[src/rtl/memory_access_unit_pkg.sv]
// memory_access_unit_pkg: opcodes and FSM states shared by the load/store unit and the CPU decoder.
package memory_access_unit_pkg;
    localparam logic [1:0] OP_LOAD  = 2'b00;
    localparam logic [1:0] OP_STORE = 2'b01;
    localparam logic [1:0] OP_SWAP  = 2'b10;
    localparam logic [1:0] OP_INC   = 2'b11;
    typedef enum logic [1:0] {S_IDLE, S_READ, S_WRITE, S_RESP} state_t;
endpackage

[src/rtl/memory_access_unit.sv]
// memory_access_unit: load/store unit driving data_memory (async read, sync write),
// with LOAD, STORE, SWAP and atomic INCREMENT behind valid/ready handshakes.
module memory_access_unit
    import memory_access_unit_pkg::*;
#(
    parameter int ADDR_WIDTH = 5,
    parameter int DATA_WIDTH = 8
) (
    input  logic                  i_clk,
    input  logic                  i_rst_n,
    input  logic                  i_req_valid,
    output logic                  o_req_ready,
    input  logic [1:0]            i_req_op,
    input  logic [ADDR_WIDTH-1:0] i_req_addr,
    input  logic [DATA_WIDTH-1:0] i_req_wdata,
    output logic                  o_resp_valid,
    input  logic                  i_resp_ready,
    output logic [DATA_WIDTH-1:0] o_resp_rdata,
    output logic                  o_mem_read,
    output logic                  o_mem_write,
    output logic [ADDR_WIDTH-1:0] o_mem_address,
    output logic [DATA_WIDTH-1:0] o_mem_wdata,
    input  logic [DATA_WIDTH-1:0] i_mem_rdata
);
    state_t                r_state;
    state_t                w_next;
    logic [1:0]            r_op;
    logic [ADDR_WIDTH-1:0] r_addr;
    logic [DATA_WIDTH-1:0] r_wdata;
    logic [DATA_WIDTH-1:0] r_rdata;
    logic                  w_accept;

    assign w_accept = i_req_valid && o_req_ready;

    always_ff @(posedge i_clk or negedge i_rst_n) begin
        if (!i_rst_n) r_state <= S_IDLE;
        else          r_state <= w_next;
    end

    always_comb begin
        w_next = r_state;
        case (r_state)
            S_IDLE:  if (i_req_valid) w_next = (i_req_op == OP_STORE) ? S_WRITE : S_READ;
            S_READ:  w_next = (r_op == OP_LOAD) ? S_RESP : S_WRITE;
            S_WRITE: w_next = S_RESP;
            S_RESP:  if (i_resp_ready) w_next = S_IDLE;
            default: w_next = S_IDLE;
        endcase
    end

    always_ff @(posedge i_clk or negedge i_rst_n) begin
        if (!i_rst_n) begin
            r_op    <= OP_LOAD;
            r_addr  <= '0;
            r_wdata <= '0;
            r_rdata <= '0;
        end else begin
            if (w_accept) begin
                r_op    <= i_req_op;
                r_addr  <= i_req_addr;
                r_wdata <= i_req_wdata;
            end
            if (r_state == S_READ) r_rdata <= i_mem_rdata;
        end
    end

    // All memory-side outputs come from registered state only; nothing leaks from req_*.
    assign o_req_ready   = (r_state == S_IDLE);
    assign o_resp_valid  = (r_state == S_RESP);
    assign o_resp_rdata  = (r_op == OP_STORE) ? r_wdata : r_rdata;
    assign o_mem_read    = (r_state == S_READ);
    assign o_mem_write   = (r_state == S_WRITE);
    assign o_mem_address = r_addr;
    assign o_mem_wdata   = (r_op == OP_INC) ? r_rdata + DATA_WIDTH'(1) : r_wdata;
endmodule

[config.mk]
export PLATFORM = sky130hd
export DESIGN_NAME = memory_access_unit
export DESIGN_NICKNAME = d
export VERILOG_FILES = /design/src/rtl/memory_access_unit_pkg.sv /design/src/rtl/memory_access_unit.sv
export SDC_FILE = /design/constraint.sdc
export NUM_CORES = 1
export LEC_CHECK = 0
export CORE_ASPECT_RATIO = 1.75
export CORE_MARGIN = 10
export CORE_UTILIZATION = 50
export CTS_BUF_LIST = sky130_fd_sc_hd__clkbuf_16
export CTS_CLUSTER_SIZE = 30
export DETAILED_ROUTE_END_ITERATION = 8
export DONT_BUFFER_PORTS = 1
export HOLD_SLACK_MARGIN = 0.06
export PLACE_DENSITY = 0.78
export SLEW_MARGIN = 25
export SYNTH_ARGS = -nofsm -noshare
export SYNTH_HDL_FRONTEND = slang
export SYNTH_SLANG_ARGS = --single-unit
[constraint.sdc]
create_clock -name i_clk -period 1.52 [get_ports i_clk]
set_input_delay 0.304 -clock i_clk [delete_from_list [all_inputs] [get_ports i_clk]]
set_output_delay 0.304 -clock i_clk [all_outputs]
set_load 0.05 [all_outputs]
==> flow_summary.json <==
{
  "globalRouteTotalUtil_pct": 14.80,
  "fin_nets": 179,
  "instances_no_fill": 172,
  "antenna_found_initial": 0,
  "critPathSlowestCell": "or4_4",
  "violations": "negative setup slack",
  "gp_congestion": 0.9369,
  "setup_tns_ns": -4.066,
  "io_pins": 52,
  "drc_errors": 0,
  "drtIter0Drc": 8,
  "wl_per_cell_um": 22.10,
  "fin_hold_ws_ns": 0.1840,
  "yosysMostFrequentCell": "mux2_2",
  "crit_path_max_fanout": 5,
  "coreArea_um2": 2522,
  "clock_skew_ns": 0.006008,
  "ys.warnings.count": 0,
  "ys_types": 23,
  "grt_pass1_wl_um": 5899,
  "fp-row-count": 24,
  "synth_compound_area_share_pct": 6.391,
  "worstSetupEndpointType": "output port",
  "syn_area_per_cell_um2": 11.99,
  "hold_violations": 0,
  "synth_edf_count": 0,
  "crit_chain": "nand2_2 > or4_4 > nand3_4",
  "via_count": 1018,
  "post-route-min-period_ns": 1.853,
  "synth_fa_ha_area_share_pct": 4.699,
  "cap_violations": 0,
  "worstMarginPinSlew_ns": 0.4859,
  "wirelength_um": 3801,
  "grt_max_degree": 26,
  "setup_viol": 16,
  "synth_area_um2": 1331,
  "muxShareOfSynthArea_pct": 27.07,
  "grt_overflow": 0,
  "cts.reportedPaths.clkPinSlew_ns": 0.06,
  "synthCells": 111,
  "clock-sinks": 25,
  "ant_nets": 0,
  "yosys.area_share.simple_pct": 9.492,
  "synth-xor-area-share_pct": 1.974,
  "dpl.hpwl_um": 2855,
  "place_area_um2": 1653,
  "clkLatencyLatePin_ns": 0.26,
  "crit_type": "register to output port",
  "portBuffers": 0,
  "fmax_mhz": 539.6,
  "tritoncts": "done",
  "synth_top_area_share_pct": 46.99,
  "layout-drive-gt1-share_pct": 62.33,
  "synthTopCellsByCount": "mux2_2, dfrtp_1, nand2_1",
  "routed_via_density": 5.919,
  "maxSlewViolCount": 0,
  "required_ns": 1.22,
  "dr.pass1.iters": 4,
  "synthArstFlopShare_pct": 100.0,
  "fp.dieArea_um2": 5208,
  "numPlacedInstances": 159,
  "rsz0062_at_grt": "yes",
  "synth_flop_cell": "dfrtp_1",
  "fin_ws_ns": -0.3333,
  "period_share_pct": 121.9,
  "design_area_um2": 1926,
  "r2r_setup_slack_ns": 0.11,
  "diodes": 0,
  "cts_buffer_depth": 2,
  "cts-root-buf": "clkbuf_16",
  "seq_area_frac_synth_pct": 46.99,
  "run_status": "complete, but fails checks",
  "max_stage_delay_ns": 0.57,
  "initial_utilization_pct": 52.78,
  "yosys.area.top_type": "dfrtp_1",
  "grt_pass1_vias": 1191,
  "start_kind": "register",
  "slew_headroom_pct": 67.60,
  "yosys-top-cells-area": "dfrtp_1, mux2_2, ha_1",
  "syn_nets": 143,
  "h-tree-depth": 1,
  "die_x_um": 59.01,
  "synth_top_family_by_area": "multiplexers",
  "die_height_um": 88.26,
  "cp.arrival_ns": 1.55,
  "area_growth_pct": 44.64,
  "cts_buffers": 3,
  "min_path_type": "primary input to register",
  "synth_seq_cells": 25
}
-- critical path: cells and delay by family, from the launching register on --
kind / cells / cell delay (ns)
and+or+nand+nor: 3 / 0.86
DFF: 1 / 0.42
-- flip-flops by register name, summed over array words and instances, names as in the netlist --
signal         count
r_wdata            8
r_rdata            8
r_op               2
o_mem_address      5
r_state            2
-- layout make-up --
type,count,area (µm²)
multi-input cells,77,810.8
flip-flops and latches,25,626.9
fillers,161,596.8
repair buffers,36,357.8
clock buffers,3,75.07
well taps,26,32.53
inverters,4,15.01
clock inverters,1,7.507
-- routing by layer --
layer / vias to the layer above / global-route usage (%) / wire length (µm)
met5: - / 0 / 0
met4: 0 / 7.547 / 82
met3: 7 / 6.026 / 295
met2: 36 / 27.74 / 2232
met1: 500 / 12.69 / 1191
li1: 475 / - / -
-- cells by family after synthesis --
group,after synthesis
AO/OA/AOI/OAI,12
XOR/XNOR,3
adder cells (fa/ha/maj),5
buffers and inverters,9
flip-flops,25
multiplexers,32
AND/OR/NAND/NOR,25
-- worst paths after layout --
kind                                       end  cells past startpoint           start
worst max-delay path            o_mem_wdata[6]                      3         r_op[1]
worst min-delay path                r_wdata[1]                      1  i_req_wdata[1]
max in group asynchronous           r_state[0]                      2         i_rst_n
worst max register to register      r_wdata[4]                      5      r_state[1]
worst min register to register      r_wdata[1]                      1      r_wdata[1]
min in group asynchronous              r_op[0]                      2         i_rst_n
-- layout by cell type (no fill, tap or decap), types with 5 or more instances in the layout --
master	n
dfrtp_1	24
buf_6	6
buf_4	24
nand2_1	9
mux2_4	9
buf_12	5
mux2_2	23
-- per-stage QoR --
step	utilization, %	setup slack (ns)
4_1_cts	74.95	-0.3059
5_1_grt	76.34	-0.3819
2_1_floorplan	-	-0.1918
3_3_place_gp	65.53	-0.07551
6_report	76.34	-0.3333
3_5_place_dp	65.53	-0.1167
-- what timing repair did --
action | in CTS | in global routing
hold buffers | 2 | 0
setup endpoints to repair | 19 | 21
endpoints found under the hold margin | 25 | 0
pin swaps | 6 | 0
cloned | 1 | 0
gates resized for setup | 20 | 8
buffers inserted | 5 | 1
Power is not shown: default switching activity piles up to over one toggle a cycle in this logic, so the estimate is an artifact.
